[src/rtl/matrix_stream_loader_if.sv]
// Signal bundle between the element stream / matrix calculator and matrix_stream_loader.
// The loader uses the slave view; the stream source and calculator side use the master view.
interface matrix_stream_loader_if #(
    parameter int DATA_W = 32,
    parameter int N_ELEM = 16
);
    logic [DATA_W-1:0]        s_data;
    logic                     s_valid;
    logic                     s_last;
    logic                     s_ready;
    logic [3:0]               command;
    logic [DATA_W*N_ELEM-1:0] Matrix_in;
    logic                     done;
    logic                     frame_err;
    logic                     busy;

    modport master (
        output s_data, s_valid, s_last,
        input  s_ready, command, Matrix_in, done, frame_err, busy
    );

    modport slave (
        input  s_data, s_valid, s_last,
        output s_ready, command, Matrix_in, done, frame_err, busy
    );
endinterface

[src/rtl/matrix_stream_loader.sv]
// Packs a 32-bit element stream into 4x4 matrices and sequences IN/CALC/OUT commands per job.
// Optional macro MSL_TRANSPOSE_EN stores matrix B transposed (column-major stream -> row-major bus).
module matrix_stream_loader #(
    parameter int         DATA_W      = 32,
    parameter int         N_ELEM      = 16,
    parameter int         CALC_CYCLES = 2,
    parameter logic [3:0] CMD_IDLE    = 4'd0,
    parameter logic [3:0] CMD_IN      = 4'd1,
    parameter logic [3:0] CMD_CALC    = 4'd2,
    parameter logic [3:0] CMD_OUT     = 4'd3
) (
    input  logic                  CLK,
    input  logic                  reset,
    matrix_stream_loader_if.slave bus
);
    localparam int IDX_W = $clog2(N_ELEM);
    localparam int CNT_W = (CALC_CYCLES > 1) ? $clog2(CALC_CYCLES) : 1;

    typedef enum logic [2:0] {
        FILL_A,
        LOAD,
        FILL_B,
        CALC,
        OUT
    } state_t;

    state_t            state_reg;
    state_t            state_next;
    logic [IDX_W-1:0]  idx_reg;
    logic [IDX_W-1:0]  idx_next;
    logic [CNT_W-1:0]  calc_cnt_reg;
    logic [CNT_W-1:0]  calc_cnt_next;
    logic              frame_err_reg;
    logic              frame_err_next;
    logic [3:0]        command_reg;
    logic [3:0]        command_next;
    logic              s_ready_reg;
    logic              done_reg;
    logic              busy_reg;

    logic              xfer;
    logic              last_slot;
    logic              misframed;
    logic              wr_en;
    logic [IDX_W-1:0]  wr_slot;
    logic [DATA_W*N_ELEM-1:0] buffer;

    assign xfer      = bus.s_valid && s_ready_reg;
    assign last_slot = (idx_reg == IDX_W'(N_ELEM - 1));
    // An early s_last aborts the current matrix; that element is dropped.
    assign misframed = xfer && bus.s_last && !last_slot;
    assign wr_en     = xfer && !misframed;

`ifdef MSL_TRANSPOSE_EN
    localparam int SIDE = 4;
    logic [IDX_W-1:0] slot_t;

    assign slot_t  = IDX_W'((int'(idx_reg) % SIDE) * SIDE + int'(idx_reg) / SIDE);
    assign wr_slot = (state_reg == FILL_B) ? slot_t : idx_reg;
`else
    assign wr_slot = idx_reg;
`endif

    always_comb begin
        state_next     = state_reg;
        idx_next       = idx_reg;
        calc_cnt_next  = calc_cnt_reg;
        frame_err_next = frame_err_reg;
        command_next   = CMD_IDLE;

        case (state_reg)
            FILL_A, FILL_B: begin
                if (misframed) begin
                    frame_err_next = 1'b1;
                    idx_next       = '0;
                end else if (xfer) begin
                    if (last_slot) begin
                        idx_next   = '0;
                        state_next = (state_reg == FILL_A) ? LOAD : CALC;
                    end else begin
                        idx_next = idx_reg + 1'b1;
                    end
                end
            end
            LOAD: begin
                state_next = FILL_B;
            end
            CALC: begin
                if (calc_cnt_reg == CNT_W'(CALC_CYCLES - 1)) begin
                    calc_cnt_next = '0;
                    state_next    = OUT;
                end else begin
                    calc_cnt_next = calc_cnt_reg + 1'b1;
                end
            end
            OUT: begin
                state_next = FILL_A;
            end
            default: begin
                state_next = FILL_A;
                idx_next   = '0;
            end
        endcase

        // Outputs are registered from the upcoming state so they line up with it.
        case (state_next)
            LOAD:    command_next = CMD_IN;
            CALC:    command_next = CMD_CALC;
            OUT:     command_next = CMD_OUT;
            default: command_next = CMD_IDLE;
        endcase
    end

    always_ff @(posedge CLK or negedge reset) begin
        if (!reset) begin
            state_reg     <= FILL_A;
            idx_reg       <= '0;
            calc_cnt_reg  <= '0;
            frame_err_reg <= 1'b0;
            command_reg   <= CMD_IDLE;
            s_ready_reg   <= 1'b0;
            done_reg      <= 1'b0;
            busy_reg      <= 1'b0;
        end else begin
            state_reg     <= state_next;
            idx_reg       <= idx_next;
            calc_cnt_reg  <= calc_cnt_next;
            frame_err_reg <= frame_err_next;
            command_reg   <= command_next;
            s_ready_reg   <= (state_next == FILL_A) || (state_next == FILL_B);
            done_reg      <= (state_next == OUT);
            busy_reg      <= !((state_next == FILL_A) && (idx_next == '0));
        end
    end

    // One holding register per matrix slot; the whole set drives the bus continuously.
    for (genvar gi = 0; gi < N_ELEM; gi++) begin : g_slot
        logic [DATA_W-1:0] word_reg;

        always_ff @(posedge CLK or negedge reset) begin
            if (!reset) begin
                word_reg <= '0;
            end else if (wr_en && (wr_slot == IDX_W'(gi))) begin
                word_reg <= bus.s_data;
            end
        end

        assign buffer[gi*DATA_W +: DATA_W] = word_reg;
    end

    assign bus.Matrix_in = buffer;
    assign bus.s_ready   = s_ready_reg;
    assign bus.command   = command_reg;
    assign bus.done      = done_reg;
    assign bus.frame_err = frame_err_reg;
    assign bus.busy      = busy_reg;
endmodule

[src/flat_wrapper.sv]
// flat-port wrapper written by rule: the top's interface ports become plain ports
module matrix_stream_loader_flat 
#(
    parameter int         DATA_W      = 32,
    parameter int         N_ELEM      = 16,
    parameter int         CALC_CYCLES = 2,
    parameter logic [3:0] CMD_IDLE    = 4'd0,
    parameter logic [3:0] CMD_IN      = 4'd1,
    parameter logic [3:0] CMD_CALC    = 4'd2,
    parameter logic [3:0] CMD_OUT     = 4'd3
)
  (CLK, reset, bus_s_data, bus_s_valid, bus_s_last, bus_s_ready, bus_command, bus_Matrix_in, bus_done, bus_frame_err, bus_busy);
  matrix_stream_loader_if #(.DATA_W(DATA_W), .N_ELEM(N_ELEM)) bus_i ();
  input  logic CLK;
  input  logic reset;
  input wire logic [$bits(bus_i.s_data)-1:0] bus_s_data;
  input wire logic [$bits(bus_i.s_valid)-1:0] bus_s_valid;
  input wire logic [$bits(bus_i.s_last)-1:0] bus_s_last;
  output wire logic [$bits(bus_i.s_ready)-1:0] bus_s_ready;
  output wire logic [$bits(bus_i.command)-1:0] bus_command;
  output wire logic [$bits(bus_i.Matrix_in)-1:0] bus_Matrix_in;
  output wire logic [$bits(bus_i.done)-1:0] bus_done;
  output wire logic [$bits(bus_i.frame_err)-1:0] bus_frame_err;
  output wire logic [$bits(bus_i.busy)-1:0] bus_busy;
  assign bus_i.s_data = bus_s_data;
  assign bus_i.s_valid = bus_s_valid;
  assign bus_i.s_last = bus_s_last;
  assign bus_s_ready = bus_i.s_ready;
  assign bus_command = bus_i.command;
  assign bus_Matrix_in = bus_i.Matrix_in;
  assign bus_done = bus_i.done;
  assign bus_frame_err = bus_i.frame_err;
  assign bus_busy = bus_i.busy;
  matrix_stream_loader #(.DATA_W(DATA_W), .N_ELEM(N_ELEM), .CALC_CYCLES(CALC_CYCLES), .CMD_IDLE(CMD_IDLE), .CMD_IN(CMD_IN), .CMD_CALC(CMD_CALC), .CMD_OUT(CMD_OUT)) u_core (.CLK(CLK), .reset(reset), .bus(bus_i));
endmodule
[config.mk]
export PLATFORM = sky130hd
export DESIGN_NAME = matrix_stream_loader_flat
export DESIGN_NICKNAME = d
export VERILOG_FILES = /design/src/rtl/matrix_stream_loader_if.sv /design/src/rtl/matrix_stream_loader.sv /design/src/flat_wrapper.sv
export SDC_FILE = /design/constraint.sdc
export NUM_CORES = 1
export LEC_CHECK = 0
export CORE_UTILIZATION = 43
export CTS_CLUSTER_DIAMETER = 40
export DETAILED_ROUTE_END_ITERATION = 10
export GPL_ROUTABILITY_DRIVEN = 0
export GPL_TIMING_DRIVEN = 0
export HOLD_SLACK_MARGIN = 0.12
export PLACE_DENSITY_LB_ADDON = 0.15
export SLEW_MARGIN = 20
export SYNTH_ARGS = -nofsm -noshare
export SYNTH_HDL_FRONTEND = slang
export SYNTH_SLANG_ARGS = --single-unit
[constraint.sdc]
create_clock -name CLK -period 1.85 [get_ports CLK]
set_clock_uncertainty 0.05 [all_clocks]
set_input_delay 0.185 -clock CLK [delete_from_list [all_inputs] [get_ports CLK]]
set_output_delay 0.185 -clock CLK [all_outputs]
set_load 0.02 [all_outputs]
==> metrics, run 1 <==
outcome finished, violations left; violated checks hold timing, setup timing; Skew-Pair Late Insertion Delay 0.58 ns; layout cell share with drive strength beyond 1 39.0%; Ys Warns 0; Die ar. roughly 47000 sq um; FF-to-FF Start u_core.bus.s_ready$_DFF_PN0_; unrepaired setup endpoints after global routing true; Setup CP Type reg -> reg; initial antenna violation count 1; FF+latch count, synth 526; Hold WS -0.0525 ns; Hold/Removal Path Class in -> async; Switching Power between 0.015 and 0.02 W; Slew Viols, Final 0; P_leak roughly 16 nW; global route total overflow 0; commonest register cell after synthesis dfrtp_1; Startpoint Class flop; # DRC 0; Cell Rows 78; clock network fraction of design power 27.7%; per-cell routed wire length 24.5 um; synth-to-layout area growth 53.0%; die height between 200 and 250 um; Worst Path Max Fanout 6; total CTS buffers 71; number of global-route vias before repair 13.7k; first-pass iteration count of the detailed router 5; GRT Overall Usage roughly a quarter; Filler Cell Count about 3.3k; Worst Setup End Kind flop; Highest Clock Rate roughly 520 MHz; Final ANT Viol Nets 0; syn_area_per_cell roughly 16 sq um; root buf cell clkbuf_16; largest net degree at the start of global routing between 100 and 150; Final nets slightly below 2k; starting density of the core a little over two fifths; Async SR Flop Fraction 100%; Sink Count 526; data required time at the worst endpoint roughly 2.3 ns; max-cap viol count 0; die width ~220 um; top cells by area, synth dfrtp_1, mux2_2, buf_2; Seq/Total Area, Yosys 66.2%; Netlist Area Pre-Place 19900 sq um; via/cell ratio around 5; Final Core Density between 60% and 70%; Comb pwr share ~38%; fin crit period 1.91 ns; clock buffer depth 3; Worst-path clk slew 0.05 ns; max FFs per register about 510; first-pass GRT wire length approximately 90 mm; Buffers on Ports between 500 and 600; # IOs about 560; Reg2Reg Setup Slack -0.06 ns; Unique masters post-synth 45; Slew HR approximately 50%; cell-internal power roughly 0.034 W; cell area after layout just over 30000 sq um; maximum VDD drop roughly 0.0013 V; hpwl dp 42.4 mm; final WL roughly 63 mm; worst-margin pin slew ~0.75 ns; number of synthesized flops with an enable pin 0; setup ws final -0.0587 ns; routed vias about 13k; H-tree Lvls 3; DR iter-0 viols approximately 650; area leader, netlist dfrtp_1; CP arrival approximately 2.3 ns; Post-DP Area 26300 sq um; Critical R2R Capture u_core.g_slot[9].word_reg[15]$_DFFE_PN0P_; final total power between 0.05 and 0.06 W; total core area roughly 45000 sq um; worst reg2reg path depth 6; pre-CTS setup slack -0.832 ns; CTS tree done; endpoints failing setup 154; Final Hold Viols 96; pwr dens between 1500 and 2000 nW/um^2; Flop pwr share approximately a third; Worst Setup SP u_core.bus.s_ready$_DFF_PN0_; Final period util 103%; Synth Instances ~1.2k; top cell type's share of synthesized area about 66%; sw frac roughly 34%
[synth_stat cells, types with 2 or more instances]
cell type and instances:
dfrtp_1 526, mux2_2 499, buf_2 43, clkbuf_1 38, nand2_1 23, mux2_1 14, nor2_1 8, ha_1 5
nand3_1 5, buf_1 4, inv_1 4, nor3_1 3, o21ai_0 3, a31oi_1 2, and2_1 2, buf_4 2
nand4_1 2, nor2b_1 2, nor4bb_1 2, o31ai_1 2, xor2_1 2
[cell usage in the layout (no fill, tap or decap), types with 3 or more instances in the layout]
master	netlist	routed
ha_4	0	3
clkinvlp_4	0	4
clkbuf_1	38	43
buf_4	2	33
buf_8	0	7
nand2_1	23	7
inv_1	4	4
inv_6	0	6
dlymetal6s2s_1	0	83
buf_12	0	22
clkbuf_16	0	86
o21ai_0	3	3
and2_1	2	3
nand2_4	0	6
mux2_1	14	10
mux2_4	0	5
nand2_8	0	9
dfrtp_2	0	4
buf_16	0	12
dfrtp_1	526	522
clkbuf_8	0	8
mux2_2	499	498
buf_6	0	19
clkdlybuf4s50_1	0	362
clkinv_2	0	7
clkinv_4	0	6
nand3_1	5	5
dlygate4sd2_1	0	106
nor2_1	8	8
bufinv_16	0	9
[cell families after synthesis]
kind of cell / share of synthesized area, %
AO/OA/AOI/OAI: 0.648
multiplexers: 29.1
XOR/XNOR: 0.0882
adder cells (fa/ha/maj): 0.315
buffers and inverters: 2.05
AND/OR/NAND/NOR: 1.57
other: 0.0189
flip-flops: 66.2
[layer usage]
| metal | global-route usage, % | routed length [um] |
|---|---|---|
| met3 | 8.23 | 4890 |
| met1 | 31.4 | 24200 |
| met2 | 41.9 | 31100 |
| met4 | 11.3 | 2360 |
| met5 | 0 | 0 |
[worst max-delay path: stages, from the launching register on]
cell,delay (ns)
dfrtp_2,0.44
nand2_8,0.10
nor4b_4,0.39
buf_4,0.21
nand2_8,0.13
clkbuf_16,0.20
mux2_2,0.27
[final cells by class]
cell class                      instances  area (sq um)  share of cell area (%)
Inverter                                4          15.0                  0.0494
Buffer                                 88           843                    2.77
Timing Repair Buffer                  608          6550                    21.6
Antenna cell                            1          2.50                 0.00823
Tap cell                              600           751                    2.47
Sequential cell                       526         13200                    43.3
Clock buffer                           90          1990                    6.55
Multi-Input combinational cell        598          6620                    21.8
Clock inverter                         34           468                    1.54
[worst max path at each step]
stage / endpoint / slack (ns)
6_report: u_core.g_slot[9].word_reg[15]$_DFFE_PN0P_ / -0.06
5_1_grt: u_core.g_slot[9].word_reg[5]$_DFFE_PN0P_ / -0.14
4_1_cts: u_core.g_slot[7].word_reg[19]$_DFFE_PN0P_ / -0.08
3_5_place_dp: u_core.g_slot[15].word_reg[19]$_DFFE_PN0P_ / -0.83
3_3_place_gp: u_core.g_slot[10].word_reg[22]$_DFFE_PN0P_ / -22.50
2_1_floorplan: u_core.g_slot[14].word_reg[11]$_DFFE_PN0P_ / 0.02
[power by group through the flow]
stage          clock network [W]  logic [W]  registers, W
2_1_floorplan                  0    0.00389        0.0226
3_3_place_gp                   0     0.0192        0.0177
3_5_place_dp                   0     0.0194        0.0178
4_1_cts                   0.0143     0.0190        0.0176
5_1_grt                   0.0148     0.0199        0.0181
6_report                  0.0141     0.0191        0.0177
[repair_timing]
item,4_1_cts,5_1_grt
hold buffers,7,3
endpoints found under the hold margin,197,45
cloned,0,12
endpoints found under the setup margin,607,502
buffers inserted,9,19
resized for setup,229,174
pin swaps,3,6
[per-stage QoR]
step / hold slack (ns) / setup TNS, ns / std cells
2_1_floorplan: -0.161 / 0 / 1216
3_3_place_gp: 0.411 / - / 2368
3_5_place_dp: 0.0477 / -294.52 / 2374
4_1_cts: -0.253 / -2.66 / 2514
5_1_grt: -0.0495 / -19.47 / 2549
6_report: -0.0525 / -3.02 / 2549
Note: power is estimated with default switching activity, not from simulation.
==> run 2: changes to the inputs <==
--- a/config.mk
+++ b/config.mk
@@ -5,7 +5,7 @@
 export SDC_FILE = /design/constraint.sdc
 export NUM_CORES = 1
 export LEC_CHECK = 0
-export CORE_UTILIZATION = 43
+export CORE_UTILIZATION = 30
 export CTS_CLUSTER_DIAMETER = 40
 export DETAILED_ROUTE_END_ITERATION = 10
 export GPL_ROUTABILITY_DRIVEN = 0
==> metrics, run 2 (synthesis gave the netlist of run 1 again) <==
outcome finished, violations left; violated checks hold timing, setup timing; CP arrival ~2.3 ns; Worst-path clk slew approximately 0.05 ns; Worst Setup SP u_core.idx_reg[1]$_DFF_PN0_; setup ws final -0.0111 ns; Final nets 1936; total core area about 65000 sq um; Highest Clock Rate around 540 MHz; Skew-Pair Late Insertion Delay roughly 0.62 ns; endpoints failing setup 7; Worst Setup End Kind flop; # IOs between 500 and 600; starting density of the core a little under a third; global route total overflow 0; initial antenna violation count 0; number of global-route vias before repair ~14k; routed vias about 13k; largest net degree at the start of global routing just under 100; pwr dens 1700 nW/um^2; GRT Overall Usage 19.5%; per-cell routed wire length between 20 and 25 um; H-tree Lvls 3; first-pass iteration count of the detailed router 4; Post-Layout Cell Count 2823; maximum VDD drop 0.000965 V; Cell Rows 93; fin crit period roughly 1.9 ns; via/cell ratio ~4.6; total CTS buffers between 90 and 100; clock buffer depth 3; commonest non-fill, non-tap cells in the layout dfrtp_1, mux2_2, dlygate4sd2_1, clkbuf_16, clkbuf_1; layout cell share with drive strength beyond 1 a little under 40%; first-pass GRT wire length between 90 and 100 mm; max FFs per register about 510; P_leak 16.5 nW; # DRC 0; Setup CP Type reg -> reg; synth-to-layout area growth 54.4%; placed cells about 2.6k; Die ar. between 60000 and 70000 sq um; Final period util 101%; CTS tree done; Hold/Removal Path Class in -> async; Buffers on Ports 552; data required time at the worst endpoint 2.31 ns; root buf cell clkbuf_16; cell area after layout 30700 sq um; leading cell type in the layout, fill and taps excluded dfrtp_1; die height about 260 um; die width around 260 um; FF-to-FF Start u_core.idx_reg[1]$_DFF_PN0_; final WL ~67 mm; Post-DP Area 26600 sq um; DR iter-0 viols between 500 and 600; Sink Count about 530; unrepaired setup endpoints after global routing true; Slew HR 48.7%; Final Hold Viols 81; worst-margin pin slew 0.769 ns; Startpoint Class flop; max-cap viol count 0; hold_buf cts 2; Worst Path Max Fanout 7; hpwl dp 46.4 mm; Hold WS -0.484 ns; Slew Viols, Final 0; Final ANT Viol Nets 0
## run 2: cell count changes in the layout (fill, tap and decap cells not counted), moves of 6 or more
cell	before	now
clkdlybuf4s50_1	362	47
clkbuf_1	43	49
dlymetal6s2s_1	83	33
buf_16	12	5
clkbuf_8	8	15
mux2_2	498	472
dlygate4sd2_1	106	471
buf_6	19	26
buf_4	33	17
mux2_4	5	29
clkbuf_16	86	100
## run 2: final timing paths
kind | end | slack (ns) | depth (start not counted)
worst max-delay path | u_core.g_slot[14].word_reg[6]$_DFFE_PN0P_ | -0.01 | 7
worst min-delay path | u_core.g_slot[8].word_reg[15]$_DFFE_PN0P_ | -0.48 | 1
worst max register to register | u_core.g_slot[14].word_reg[6]$_DFFE_PN0P_ | -0.01 | 7
worst min register to register | u_core.bus.frame_err$_DFFE_PN0P_ | 0.42 | 2
max in group asynchronous | u_core.g_slot[8].word_reg[29]$_DFFE_PN0P_ | 0.41 | 4
min in group CLK | u_core.g_slot[4].word_reg[5]$_DFFE_PN0P_ | 0.31 | 2
## run 2: what timing repair did
item | 4_1_cts | 5_1_grt
buffers inserted | 10 | 11
gates resized for setup | 626 | 134
pin swaps | 6 | 5
endpoints found under the hold margin | 244 | 81
cloned | 0 | 5
setup endpoints to repair | 979 | 490
## run 2: where the power goes
group / total (W) / switching (W) / internal (W)
combinational: 0.0172 / 0.00978 / 0.00739
clock: 0.0176 / 0.00609 / 0.0115
sequential: 0.0175 / 0.00196 / 0.0155
## run 2: cell type report
cell class              instances  area [sq um]
clock buffers                 124          2640
inverters                       4          15.0
plain buffers                  88           887
flip-flops and latches        526         13200
repair buffers                584          5520
clock inverters                43           618
diodes                          1          2.50
multi-input cells             598          6760
fillers                      5874         34200
well taps                     855          1070
## run 2: per-stage QoR
stage	power, W	hold WS (ns)	util, %	setup slack (ns)	TNS [ns]
6_report	0.0522	-0.484	47.3	-0.0111	-0.0504
5_1_grt	0.0546	-0.447	47.3	-0.0557	-5.99
4_1_cts	0.0526	-0.491	46.2	-0.0916	-4.02
3_5_place_dp	0.0373	0.196	41.0	-1.02	-379.62
3_3_place_gp	0.0371	0.415	40.8	-23.30	-
2_1_floorplan	0.0265	-0.161	-	0.0240	0
## run 2: worst max-delay path, stage by stage, from the launching register on
cell	delay (ns)
dfrtp_2	0.47
ha_4	0.21
nor2b_4	0.14
nor3_4	0.05
buf_12	0.15
nand2_8	0.15
clkbuf_16	0.19
mux2_2	0.32
## run 2: layer usage
metal,vias up,track usage (%),wire [um]
li1,5702,-,-
met1,6800,23.2,26800
met2,432,32.7,32800
met3,94,6.74,5300
met4,0,6.54,1720
met5,-,0,0
==> variant, RTL diff (config.mk and constraints of run 2) <==
Encoding of `state_t`: now one-hot (5 bits for 5 states).
--- a/src/rtl/matrix_stream_loader.sv
+++ b/src/rtl/matrix_stream_loader.sv
@@ -18,8 +18,8 @@
 
-    typedef enum logic [2:0] {
-        FILL_A,
-        LOAD,
-        FILL_B,
-        CALC,
-        OUT
+    typedef enum logic [4:0] {
+        FILL_A = 5'b00001,
+        LOAD   = 5'b00010,
+        FILL_B = 5'b00100,
+        CALC   = 5'b01000,
+        OUT    = 5'b10000
     } state_t;
Function: same outputs for any inputs over 4 cycles, from zero or initial values and one cycle with reset low; so few cycles prove little.
==> variant against run 2 <==
The flow finishes with violations (setup timing). Final area is 2.8% higher. Routed wire length is 1.4% lower. Worst setup slack worse by 0.0094 ns. Power is 12% lower. Sequential power is 11% lower. Sequential cell count is 2 higher. Die area is 0.49% higher. Core utilization is 0.62 points higher. Synthesized area is 0.50% higher. Non-clock buffer count is 27 higher. Critical endpoint is now u_core.g_slot[9].word_reg[5]$_DFFE_PN0P_.
==> variant: results (changes against run 2) <==
drt initial violations 571 (+8.8%); post-synthesis adder-cell area fraction 0.00251 (-0.000642); Post-Place Cell Area 0.0268 mm² (+0.56%); # Post-CTS Setup Buffers 14 (+4); Pleak 17.2 nW (+4.8%); DR vias 13200 (+1.5%); failing checks setup timing; met3 Usage GRT 0.0651 (-0.00226); met2 usage 0.317 (-0.0100); WL met1 26000 µm (-2.7%); r2r worst-path depth 8 (+1); GR Util met1 0.224 (-0.00799); CP max FO 8 (+1); CP Data Arrival Time 2.34 ns (+0.02 ns); Resized cells post-CTS 652 (+4.2%); Num CTS Buffers 96 (+3.2%); Area contributors post-synth dfrtp_1, mux2_2, buf_2, mux2_1, clkbuf_1; drt wl/cell 22.8 µm (-3.2%); Compound-Gate Fraction of Synth Area 0.00827 (+0.00178); DP Wirelength 45400 µm (-2.1%); Top Layer Used met5; post-synthesis mux area share 0.289 (-0.00150); Worst VDD drop 0.809 mV (-16%); pin count of the biggest net entering global routing 97 (-1.0%); fraction of layout cells with a size suffix above 1 0.414 (+0.0175); dpl cells 2647 (+0.72%); Commonest cells post-synth dfrtp_1, mux2_2, buf_2, clkbuf_1, nand2_1; Power Dens Cells 1460 mW/mm² (-14%); wire length on met2 32200 µm (-1.9%); xor/xnor cell area share of the yosys netlist 0.00175 (+0.000873); WHS 0.0327 ns (+0.516 ns); Setup WS post-layout -0.0205 ns (-0.00936 ns); R2R Path Start u_core.bus.s_ready$_DFF_PN0_; CP delay by family, top simple AND/OR/NAND/NOR gates; Yosys cell types 44 (-2.2%); vias in the first global route 13900 (+1.2%); worst setup path endpoint u_core.g_slot[9].word_reg[5]$_DFFE_PN0P_; final setup fails 33 (+26); Ant. Diodes 0 (-1); CP max-delay cell dfrtp_1; status finished with violations; global-route wire length before repair 94800 µm (-1.5%)
==> variant: cell count changes in the layout (fill, tap and decap cells not counted), moves of 3 or more <==
cell | run 2 | this run
bufinv_16 | 10 | 15
clkbuf_16 | 100 | 104
mux2_1 | 12 | 5
clkinvlp_4 | 6 | 11
a21oi_1 | 1 | 4
clkbuf_1 | 49 | 40
buf_12 | 23 | 35
inv_1 | 2 | 6
clkinv_2 | 6 | 12
clkinv_16 | 1 | 4
buf_4 | 17 | 27
buf_16 | 5 | 10
mux2_2 | 472 | 478
==> variant: final cells by class <==
class | count | area share
sequential | 528 | 0.419
clock buffer | 117 | 0.0828
timing repair buffer | 610 | 0.190
tap | 864 | 0.0343
inverter | 6 | 0.000714
clock inverter | 62 | 0.0289
multi-input combinational | 600 | 0.214
buffer | 89 | 0.0299
==> variant: power breakdown <==
group,switching [mW],internal (mW)
sequential,1.26,14.3
combinational,6.64,5.08
clock,6.44,12.3
total,14.3,31.7
